### config.mk
export PLATFORM = sky130hd
export DESIGN_NAME = key_press_conditioner_flat
export DESIGN_NICKNAME = d
export VERILOG_FILES = /design/src/rtl/key_press_conditioner_if.sv /design/src/rtl/key_press_conditioner.sv /design/src/flat_wrapper.sv
export SDC_FILE = /design/constraint.sdc
export NUM_CORES = 1
export LEC_CHECK = 0
export ABC_CLOCK_PERIOD_IN_PS = 2450
export BUFFER_PORTS_ARGS = -buffer_cell sky130_fd_sc_hd__buf_4
export CAP_MARGIN = 20
export CORE_ASPECT_RATIO = 1.2
export CORE_MARGIN = 1
export CORE_UTILIZATION = 50
export DETAILED_ROUTE_END_ITERATION = 16
export GPL_TIMING_DRIVEN = 0
export PLACE_DENSITY_LB_ADDON = 0.2
export REMOVE_ABC_BUFFERS = 1
export SKIP_CTS_REPAIR_TIMING = 1
export SYNTH_ARGS = -nofsm -noshare
export SYNTH_HDL_FRONTEND = slang
export SYNTH_SLANG_ARGS = --single-unit
### constraint.sdc
create_clock -name i_clock -period 2.45 [get_ports i_clock]
set_clock_uncertainty 0.15 [all_clocks]
set_input_delay 0.49 -clock i_clock [delete_from_list [all_inputs] [get_ports i_clock]]
set_output_delay 0.49 -clock i_clock [all_outputs]
set_load 0.01 [all_outputs]
### src/rtl/key_press_conditioner_if.sv
// rtl/key_press_conditioner_if.sv - key conditioner signal bundle
// Groups the raw key, the pulse gate and the conditioned outputs.
interface key_press_conditioner_if;
  logic i_key_n;
  logic i_enable;
  logic o_pressed;
  logic o_pull;
  logic o_release;

  modport master (
    output i_key_n,
    output i_enable,
    input  o_pressed,
    input  o_pull,
    input  o_release
  );

  modport slave (
    input  i_key_n,
    input  i_enable,
    output o_pressed,
    output o_pull,
    output o_release
  );
endinterface

### src/rtl/key_press_conditioner.sv
// rtl/key_press_conditioner.sv - synchronize, debounce and pulse a pushbutton
// One pull per accepted press, one release per accepted release.
module key_press_conditioner #(
  parameter int DEBOUNCE_CYCLES = 250000,
  parameter int CNT_W           = 18
) (
  input logic                    i_clock,
  input logic                    i_reset,
  key_press_conditioner_if.slave kp
);

  typedef enum logic [1:0] {
    S_IDLE,
    S_PRESS_WAIT,
    S_HELD,
    S_RELEASE_WAIT
  } state_t;

  localparam logic [CNT_W-1:0] LIMIT = CNT_W'(DEBOUNCE_CYCLES);
  localparam logic [CNT_W-1:0] ONE   = CNT_W'(1);
  localparam logic [CNT_W-1:0] ZERO  = '0;

  logic             r_sync1;
  logic             r_sync2;
  state_t           r_state;
  logic [CNT_W-1:0] r_count;
  logic             r_pressed;
  logic             r_pull;
  logic             r_release;

  state_t           w_state_nxt;
  logic [CNT_W-1:0] w_count_nxt;
  logic [CNT_W-1:0] w_count_inc;
  logic             w_hit;
  logic             w_first_hit;
  logic             w_pressed_nxt;
  logic             w_pull_nxt;
  logic             w_release_nxt;

  always_comb begin
    w_count_inc   = (r_count >= LIMIT) ? r_count : r_count + ONE;
    w_hit         = (w_count_inc >= LIMIT);
    // A single-sample debounce accepts on the very first differing sample.
    w_first_hit   = (LIMIT <= ONE);
    w_state_nxt   = r_state;
    w_count_nxt   = r_count;
    w_pressed_nxt = r_pressed;
    w_pull_nxt    = 1'b0;
    w_release_nxt = 1'b0;
    case (r_state)
      S_IDLE: begin
        if (!r_sync2) begin
          if (w_first_hit) begin
            w_state_nxt   = S_HELD;
            w_count_nxt   = ZERO;
            w_pressed_nxt = 1'b1;
            w_pull_nxt    = kp.i_enable;
          end else begin
            w_state_nxt = S_PRESS_WAIT;
            w_count_nxt = ONE;
          end
        end
      end
      S_PRESS_WAIT: begin
        if (r_sync2) begin
          w_state_nxt = S_IDLE;
          w_count_nxt = ZERO;
        end else if (w_hit) begin
          w_state_nxt   = S_HELD;
          w_count_nxt   = ZERO;
          w_pressed_nxt = 1'b1;
          w_pull_nxt    = kp.i_enable;
        end else begin
          w_count_nxt = w_count_inc;
        end
      end
      S_HELD: begin
        if (r_sync2) begin
          if (w_first_hit) begin
            w_state_nxt   = S_IDLE;
            w_count_nxt   = ZERO;
            w_pressed_nxt = 1'b0;
            w_release_nxt = kp.i_enable;
          end else begin
            w_state_nxt = S_RELEASE_WAIT;
            w_count_nxt = ONE;
          end
        end
      end
      S_RELEASE_WAIT: begin
        if (!r_sync2) begin
          w_state_nxt = S_HELD;
          w_count_nxt = ZERO;
        end else if (w_hit) begin
          w_state_nxt   = S_IDLE;
          w_count_nxt   = ZERO;
          w_pressed_nxt = 1'b0;
          w_release_nxt = kp.i_enable;
        end else begin
          w_count_nxt = w_count_inc;
        end
      end
      default: begin
        w_state_nxt = S_IDLE;
        w_count_nxt = ZERO;
      end
    endcase
  end

  always_ff @(posedge i_clock) begin
    if (!i_reset) begin
      r_sync1   <= 1'b1;
      r_sync2   <= 1'b1;
      r_state   <= S_IDLE;
      r_count   <= ZERO;
      r_pressed <= 1'b0;
      r_pull    <= 1'b0;
      r_release <= 1'b0;
    end else begin
      r_sync1   <= kp.i_key_n;
      r_sync2   <= r_sync1;
      r_state   <= w_state_nxt;
      r_count   <= w_count_nxt;
      r_pressed <= w_pressed_nxt;
      r_pull    <= w_pull_nxt;
      r_release <= w_release_nxt;
    end
  end

  assign kp.o_pressed = r_pressed;
  assign kp.o_pull    = r_pull;
  assign kp.o_release = r_release;

endmodule

### src/flat_wrapper.sv
// flat-port wrapper written by rule: the top's interface ports become plain ports
module key_press_conditioner_flat 
#(
  parameter int DEBOUNCE_CYCLES = 250000,
  parameter int CNT_W           = 18
)
  (i_clock, i_reset, kp_i_key_n, kp_i_enable, kp_o_pressed, kp_o_pull, kp_o_release);
  key_press_conditioner_if kp_i ();
  input logic i_clock;
  input logic i_reset;
  input wire logic [$bits(kp_i.i_key_n)-1:0] kp_i_key_n;
  input wire logic [$bits(kp_i.i_enable)-1:0] kp_i_enable;
  output wire logic [$bits(kp_i.o_pressed)-1:0] kp_o_pressed;
  output wire logic [$bits(kp_i.o_pull)-1:0] kp_o_pull;
  output wire logic [$bits(kp_i.o_release)-1:0] kp_o_release;
  assign kp_i.i_key_n = kp_i_key_n;
  assign kp_i.i_enable = kp_i_enable;
  assign kp_o_pressed = kp_i.o_pressed;
  assign kp_o_pull = kp_i.o_pull;
  assign kp_o_release = kp_i.o_release;
  key_press_conditioner #(.DEBOUNCE_CYCLES(DEBOUNCE_CYCLES), .CNT_W(CNT_W)) u_core (.i_clock(i_clock), .i_reset(i_reset), .kp(kp_i));
endmodule
==> results of run 1 <==
registers in the layout, indices dropped and copies added, names as in the netlist, named ones only:
| register | flops |
|---|---|
| u_core.kp.o_release | 1 |
| u_core.r_count | 18 |
| u_core.r_state | 1 |
| u_core.r_sync2 | 1 |
| u_core.kp.o_pull | 1 |
| u_core.r_sync1 | 1 |
| u_core.kp.o_pressed | 1 |
synth_stat cells, drive strengths merged (2+ instances only):
library cell / number / area, um2
a2111oi: 2 / 36.3
a211oi: 2 / 20.0
a21boi: 2 / 15.0
a21oi: 8 / 43.8
a22oi: 2 / 15.0
a32o: 2 / 20.0
and2: 5 / 33.8
and3: 4 / 31.3
and4: 2 / 17.5
buf: 16 / 141
clkbuf: 2 / 7.51
dfxtp: 25 / 500
ha: 2 / 25.0
inv: 8 / 30.0
nand2: 35 / 134
nand2b: 2 / 12.5
nand3: 13 / 82.6
nand4: 6 / 37.5
nor2: 15 / 58.8
nor2b: 6 / 37.5
nor3: 7 / 62.6
nor4: 4 / 31.3
o2111ai: 2 / 35.0
o211a: 2 / 20.0
o211ai: 5 / 42.5
o21ai: 19 / 103
o221ai: 7 / 92.6
or2: 2 / 12.5
or3: 6 / 48.8
xnor2: 4 / 35.0
cell families (layout without fill, tap and decap cells):
family	after synthesis	in the layout	synth area share (%)
xor gates and xnor gates	5	5	2.28
buffers and inverters	26	53	9.31
AOI/OAI and AO/OA	64	66	28.8
DFF	25	25	26.0
muxes	1	1	0.521
and+or+nand+nor	108	108	31.7
adders and majority gates	2	2	1.30
final timing paths:
| path | start | end | cells past startpoint |
|---|---|---|---|
| setup / recovery | u_core.r_count[0] | u_core.r_count[1] | 8 |
| hold / removal | kp_i_key_n | u_core.r_sync1 | 2 |
| setup reg to reg | u_core.r_count[0] | u_core.r_count[1] | 8 |
| hold reg to reg | u_core.r_sync1 | u_core.r_sync2 | 1 |
cell type report:
| cell class | count | area, um2 | share of cell area, % |
|---|---|---|---|
| multi-input cells | 182 | 1450 | 58.4 |
| clock inverters | 1 | 5.00 | 0.202 |
| well taps | 52 | 65.1 | 2.62 |
| repair buffers | 41 | 343 | 13.8 |
| clock buffers | 3 | 41.3 | 1.66 |
| flip-flops and latches | 25 | 549 | 22.1 |
| inverters | 8 | 30.0 | 1.21 |
power by group:
| part | total [mW] | switching [mW] | internal (mW) | leakage [nW] |
|---|---|---|---|---|
| clock | 0.261 | 0.147 | 0.114 | 0.0255 |
| combinational | 0.0218 | 0.0141 | 0.00767 | 0.689 |
| sequential | 0.400 | 0.00327 | 0.397 | 0.214 |
| total | 0.683 | 0.164 | 0.519 | 0.928 |
per-stage QoR:
stage	utilization, %	area [um2]	std cells
4_1_cts	52.7	1930	275
6_report	67.8	2480	312
5_1_grt	67.8	2480	312
3_3_place_gp	51.4	1880	271
3_5_place_dp	51.4	1880	271
2_1_floorplan	-	1770	213
routing by layer:
metal	wire length (um)	track usage, %	share of wire [%]	up-vias
met3	293	2.78	5.4	13
li1	-	-	-	921
met5	0	0	0	-
met4	112	8.47	2.1	0
met2	2740	36.7	50	61
met1	2310	29.4	42	908
==> flow_metrics.py, run 1 <==
metrics = {
    "grt": {
        "antenna_found_initial": 0,
        "grt_pass1_vias": 1523,
        "grt_first_pass_wirelength_um": 7130,
        "grt_usage_pct": 22.3,
        "grt_start_max_net_pins": 24,
        "grt_overflow_total": 0,
    },
    "worst_setup_path": {
        "worstPathArrival_ps": 2790,
        "path_buf_inv": 0,
        "crit_fanout": 6,
        "cp.required_ps": 2480,
        "path_delay_family": "simple AND/OR/NAND/NOR gates",
        "cp_slowest_cell": "dfxtp_1",
        "path_cells": "nand3_2 > nor4_4 > o21ai_4 > or3_4 > nor3_4 > o21bai_4 > or2_1 > a32o_1",
        "critPathKind": "register to register",
        "r2r_setup_slack_ps": -310,
        "critPathCaptureType": "register",
        "start_kind": "register",
        "critical_path.max_stage_delay_ps": 430,
    },
    "flow_run": {
        "drv_cap": 0,
    },
    "finish": {
        "final_common_cell": "buf_4",
        "diodes": 0,
        "nNetsFinal": 267,
        "layout_common_cells": "34 x buf_4, 32 x nand2_1, 12 x nor2_1",
        "layout-drive-gt1-share_pct": 43.1,
        "fillers": 300,
        "area_growth_pct": 29.2,
    },
    "route": {
        "num_vias": 1903,
        "wl_per_cell_um": 17.5,
        "drt_iter0_markers": 110,
        "ant_nets": 0,
        "viasPerCell": 6.10,
        "dr.pass1.iters": 4,
        "wirelength_um": 5460,
        "drc": 0,
    },
    "floorplanning": {
        "dieArea_um2": 4100,
        "fp.dieH_um": 69.9,
        "initial_utilization_pct": 52.5,
        "core_um2": 3660,
        "die_x_um": 58.6,
        "std_cell_rows": 24,
        "io_pins": 7,
    },
    "logic_synthesis": {
        "synth_area_um2": 1920,
        "yosysWarnings": 0,
        "synthArstFlopShare_pct": 0,
        "synth_edf_count": 0,
        "postSynthCellCount": 231,
        "synth-seq-cells": 25,
        "synth.avg_cell_area_um2": 8.32,
        "yosysUniqueCellTypes": 69,
        "ys_seq_area_share_pct": 26.0,
        "synth_flop_cell": "dfxtp_1",
    },
    "sta": {
        "finalMaxSlewViolations": 0,
        "slew-limit-headroom_pct": 47.8,
        "fin_setup_tns_ps": -3790,
        "min_period_ps": 2760,
        "rsz0062_at_grt": "yes",
        "hold_violations": 0,
        "fmax_ghz": 0.363,
        "worst_slew_pin_slew_ps": 783,
        "whs_ps": 236,
        "final.period_utilization_pct": 112,
        "layout_setup_ws_ps": -306,
        "setup_viol_count_final": 21,
    },
    "clock_network": {
        "cts_root_buffer": "clkbuf_8",
        "h-tree-depth": 1,
        "clk_pin_slew_worst_paths_ps": 100,
        "cts_inserted_buffers": 3,
        "clockBufferDepth": 2,
        "clock_sinks": 25,
        "cts_tree": "yes",
        "clkLatencyLatePin_ps": 280,
    },
    "outcome": {
        "outcome": "complete, but fails checks",
        "violations": "setup timing",
    },
    "power_and_ir_drop": {
        "total_power_mw": 0.683,
        "power_density_nw_per_um2": 275,
        "peakVddDrop_mv": 0.234,
        "power_leakage_nw": 0.928,
    },
    "placement": {
        "gp_congestion": 0.826,
        "dp_hpwl_um": 2820,
        "dpl_worst_slack_ps": -1040,
        "io_buffers": 6,
    },
    "worst_hold_path": {
        "hold_class": "input port to register",
    },
}
(Power assumes the default switching activity.)
==> run 2: changes to the inputs <==
--- a/config.mk
+++ b/config.mk
@@ -13,7 +13,7 @@
 export CORE_UTILIZATION = 50
 export DETAILED_ROUTE_END_ITERATION = 16
 export GPL_TIMING_DRIVEN = 0
-export PLACE_DENSITY_LB_ADDON = 0.2
+export PLACE_DENSITY = 0.76
 export REMOVE_ABC_BUFFERS = 1
 export SKIP_CTS_REPAIR_TIMING = 1
 export SYNTH_ARGS = -nofsm -noshare
==> run 2 against run 1 <==
Compared with the run above: the run still ends with setup timing left; clock-buffer cell count is the same; wire length increased by 7.0%; first-iteration DRC count up 4.5%; critical path depth unchanged; sequential share of layout area is 0.72 points higher; cell count decreased by 1.9%; worst setup slack got worse by 110 ps; die area stayed put; sequential cell count unchanged; utilization decreased by 3.2 points; combinational power rose by 11%; worst hold slack about the same.
==> flow_metrics.py, run 2 (synthesis gave the netlist of run 1 again) <==
metrics = {
    "clock_network": {
        "clock_sinks": 25,
        "cts_tree": "yes",
        "cts_inserted_buffers": 3,
        "h-tree-depth": 1,
        "cts_root_buffer": "clkbuf_8",
        "clk_pin_slew_worst_paths_ps": 100,
        "clockBufferDepth": 2,
        "clkLatencyLatePin_ps": 280,
    },
    "floorplanning": {
        "io_pins": 7,
        "die_x_um": 58.6,
        "fp.dieH_um": 69.9,
        "std_cell_rows": 24,
        "dieArea_um2": 4100,
        "core_um2": 3660,
        "initial_utilization_pct": 52.5,
    },
    "route": {
        "viasPerCell": 6.61,
        "drc": 0,
        "wirelength_um": 5840,
        "wl_per_cell_um": 19.1,
        "dr.pass1.iters": 5,
        "drt_iter0_markers": 115,
        "num_vias": 2023,
        "ant_nets": 0,
    },
    "power_and_ir_drop": {
        "power_density_nw_per_um2": 292,
        "total_power_mw": 0.691,
        "power_leakage_nw": 0.885,
        "peakVddDrop_mv": 0.278,
    },
    "sta": {
        "hold_violations": 0,
        "setup_viol_count_final": 23,
        "finalMaxSlewViolations": 0,
        "final.period_utilization_pct": 117,
        "slew-limit-headroom_pct": 49.9,
        "fmax_ghz": 0.349,
        "layout_setup_ws_ps": -416,
        "rsz0062_at_grt": "yes",
        "min_period_ps": 2870,
        "worst_slew_pin_slew_ps": 751,
    },
    "finish": {
        "final_common_cell": "nand2_1",
        "multi_input_area_um2": 1410,
        "stdcell_count": 306,
        "area_growth_pct": 23.2,
        "layout-drive-gt1-share_pct": 38.6,
        "layout_common_cells": "33 x nand2_1, 30 x buf_4, 14 x nor2_1",
        "largest_reg_flops": 18,
        "register_area_um2": 541,
        "fin_util_pct": 64.6,
        "regMostFlops": "u_core.r_count",
        "fillers": 289,
        "diodes": 0,
        "nNetsFinal": 261,
    },
    "grt": {
        "grt_first_pass_wirelength_um": 7370,
        "antenna_found_initial": 0,
        "grt_usage_pct": 23.0,
        "grt_start_max_net_pins": 24,
        "grt_pass1_vias": 1660,
        "grt_overflow_total": 0,
    },
    "placement": {
        "gp_congestion": 0.885,
        "dp_hpwl_um": 2950,
        "io_buffers": 6,
        "dp.cells": 271,
    },
    "worst_setup_path": {
        "critPathCaptureType": "register",
        "cp.required_ps": 2480,
        "start_kind": "register",
        "worstPathArrival_ps": 2890,
        "critPathKind": "register to register",
        "crit_fanout": 7,
    },
    "outcome": {
        "violations": "setup timing",
        "outcome": "complete, but fails checks",
    },
    "worst_hold_path": {
        "hold_class": "input port to register",
    },
    "flow_run": {
        "drv_cap": 0,
    },
}
==> run 2: cell types whose count changed in the layout (fill, tap and decap cells not counted), sizes merged <==
| cell | delta |
|---|---|
| clkinv | -1 |
| clkinvlp | +1 |
| nor3 | +1 |
| buf | -8 |
| clkbuf | +1 |
==> run 2: per-stage QoR <==
step	setup TNS [ps]	worst slack (ps)	instance area (um2)	hold slack, ps
finish	-7500	-416	2370	236
detailed placement	-17580	-1030	1880	244
global placement	-16810	-976	1880	239
global route	-9870	-504	2370	226
floorplan	-5470	-348	1770	236
CTS	-18230	-1060	1930	235
==> run 2: power breakdown <==
group	internal (mW)	switching [mW]
sequential	0.399	0.00325
clock	0.116	0.149
combinational	0.00771	0.0164
total	0.522	0.169
==> run 2: final timing paths <==
check,from,end,slack (ps),depth (start not counted)
max,u_core.r_count[6],u_core.r_count[1],-420,8
max reg2reg,u_core.r_count[6],u_core.r_count[1],-420,8
min,kp_i_key_n,u_core.r_sync1,240,2
min reg2reg,u_core.r_sync1,u_core.r_sync2,270,1
==> run 2: area by class of cell <==
type,count,share of cell area (%)
Tap cell,52,2.75
Multi-Input combinational cell,183,59.5
Clock buffer,3,1.74
Sequential cell,25,22.8
Timing Repair Buffer,34,11.6
Clock inverter,1,0.317
Inverter,8,1.27
==> run 2: metal layers <==
layer  share of wire [%]  global-route usage, %
met5                   0                      0
met4                 5.4                   10.3
met3                 6.6                   2.78
met2                  50                   38.2
met1                  38                   29.5
==> run 2: critical path, stage by stage (launching register included) <==
cell	delay [ps]
dfxtp_4	420
nand4_1	200
nor4_4	420
o21ai_4	140
or3_4	430
nor3_4	330
o21bai_4	170
or2_4	270
a32o_1	240
==> run 3: changes to the inputs <==
--- a/config.mk
+++ b/config.mk
@@ -13,6 +13,7 @@
 export CORE_UTILIZATION = 50
 export DETAILED_ROUTE_END_ITERATION = 16
 export GPL_TIMING_DRIVEN = 0
+export MAX_ROUTING_LAYER = met4
 export PLACE_DENSITY = 0.76
 export REMOVE_ABC_BUFFERS = 1
 export SKIP_CTS_REPAIR_TIMING = 1
==> run 3 against run 2 <==
Compared with the run above: non-clock buffer count is 1 lower; worst hold slack better by 0.89 ps; largest power group unchanged; highest routed layer unchanged; largest cell class unchanged; the run still ends with setup timing left; combinational power is 2% lower; clock power hardly changed; clock-buffer cell count stayed put; global-route usage is 0.63 points higher.
==> flow_metrics.py, run 3 (synthesis gave the netlist of run 1 again) <==
metrics = {
    "outcome": {
        "outcome": "complete, but fails checks",
        "violations": "setup timing",
    },
    "worst_setup_path": {
        "critPathKind": "register to register",
        "critical_path.max_stage_delay_ps": 420,
        "r2r_setup_slack_ps": -360,
        "worstPathArrival_ps": 2840,
        "start_kind": "register",
        "worstReg2RegStart": "u_core.r_count[6]",
        "crit_fanout": 9,
        "path_cells": "nand4_1 > nor4_4 > o21ai_4 > or3_4 > nor3_4 > o21bai_4 > or2_4 > a32o_1",
        "r2r_cells": 8,
        "cp.required_ps": 2480,
        "cp_slowest_cell": "dfxtp_4",
        "critPathCaptureType": "register",
        "r2r_end": "u_core.r_count[17]",
    },
    "grt": {
        "antenna_found_initial": 0,
        "grt_start_max_net_pins": 24,
        "grt_usage_pct": 23.7,
        "grt_pass1_vias": 1661,
        "grt_first_pass_wirelength_um": 7360,
        "grt_overflow_total": 0,
    },
    "clock_network": {
        "clock_sinks": 25,
        "clkLatencyLatePin_ps": 280,
        "cts_tree": "yes",
        "clockBufferDepth": 2,
        "cts_inserted_buffers": 3,
        "clk_pin_slew_worst_paths_ps": 100,
        "h-tree-depth": 1,
        "cts_root_buffer": "clkbuf_8",
    },
    "route": {
        "wirelength_um": 5830,
        "dr.pass1.iters": 4,
        "ant_nets": 0,
        "viasPerCell": 6.41,
        "wl_per_cell_um": 19.1,
        "drt_iter0_markers": 107,
        "num_vias": 1954,
        "drc": 0,
    },
    "sta": {
        "setup_viol_count_final": 23,
        "layout_setup_ws_ps": -362,
        "rsz0062_at_grt": "yes",
        "min_period_ps": 2810,
        "fmax_ghz": 0.356,
        "final.period_utilization_pct": 115,
        "hold_violations": 0,
        "fin_setup_tns_ps": -6320,
        "whs_ps": 237,
        "worst_slew_pin_slew_ps": 767,
        "finalMaxSlewViolations": 0,
        "slew-limit-headroom_pct": 48.9,
    },
    "placement": {
        "io_buffers": 6,
        "gp_congestion": 0.900,
        "dp_hpwl_um": 2950,
    },
    "flow_run": {
        "drv_cap": 0,
    },
    "finish": {
        "final_common_cell": "nand2_1",
        "diodes": 0,
        "largest_reg_flops": 18,
        "nNetsFinal": 260,
        "fillers": 280,
        "regMostFlops": "u_core.r_count",
        "layout_common_cells": "32 x nand2_1, 29 x buf_4, 13 x nor2_1",
        "layout-drive-gt1-share_pct": 38.7,
        "area_growth_pct": 24.9,
    },
    "floorplanning": {
        "fp.dieH_um": 69.9,
        "initial_utilization_pct": 52.5,
        "std_cell_rows": 24,
        "die_x_um": 58.6,
        "io_pins": 7,
        "core_um2": 3660,
        "dieArea_um2": 4100,
    },
    "worst_hold_path": {
        "worstHoldEndpoint": "u_core.r_sync1",
        "hp-start": "kp_i_key_n",
        "hold_class": "input port to register",
        "min_path_cells": 2,
    },
    "power_and_ir_drop": {
        "power_density_nw_per_um2": 286,
        "peakVddDrop_mv": 0.269,
        "power_leakage_nw": 0.918,
    },
}
## run 3: cell types whose count changed in the layout (fill, tap and decap cells not counted), sizes merged
cell and change:
inv -1, buf -1, clkinvlp +1
## run 3: worst max path at each step
| stage | to | start |
|---|---|---|
| after floorplan | u_core.r_count[12] | u_core.r_count[15] |
| after global placement | u_core.r_count[4] | u_core.r_count[15] |
| after detailed placement | u_core.r_count[5] | u_core.r_count[15] |
| after CTS | u_core.r_count[5] | u_core.r_count[15] |
| after global routing | register | u_core.r_count[6] |
| final | u_core.r_count[17] | u_core.r_count[6] |
## run 3: area by class of cell
type,count,area [um2],area share [%]
clock buffers,3,41.3,1.72
well taps,52,65.1,2.71
multi-input cells,183,1440,59.9
flip-flops and latches,25,548,22.8
inverters,8,33.8,1.41
repair buffers,33,268,11.2
clock inverters,1,7.51,0.313
## run 3: metrics by stage
step	power [mW]	instances	cell area [um2]	setup WS [ps]	utilization, %
floorplan	0.432	213	1770	-348	-
global placement	0.441	271	1880	-976	51.4
detailed placement	0.442	271	1880	-1030	51.4
CTS	0.703	275	1930	-1060	52.7
global route	0.709	305	2400	-509	65.5
finish	0.686	305	2400	-362	65.5
## run 3: where the power goes
group | switching, mW | internal [mW] | leakage, nW
combinational | 0.0158 | 0.00772 | 0.683
sequential | 0.00328 | 0.396 | 0.213
clock | 0.148 | 0.116 | 0.0217
total | 0.167 | 0.519 | 0.918
## run 3: worst max-delay path: cells and delay by family (launching register included)
family / cells / cell delay, ps
simple gates: 5 / 1590
compound gates: 3 / 550
flops: 1 / 420
## run 3: routing by layer
metal  track usage, %  part of all wire [%]
met1             29.5                    38
met2             38.2                    50
met3             2.78                   6.9
met4             10.3                   5.0
met5                -                     0
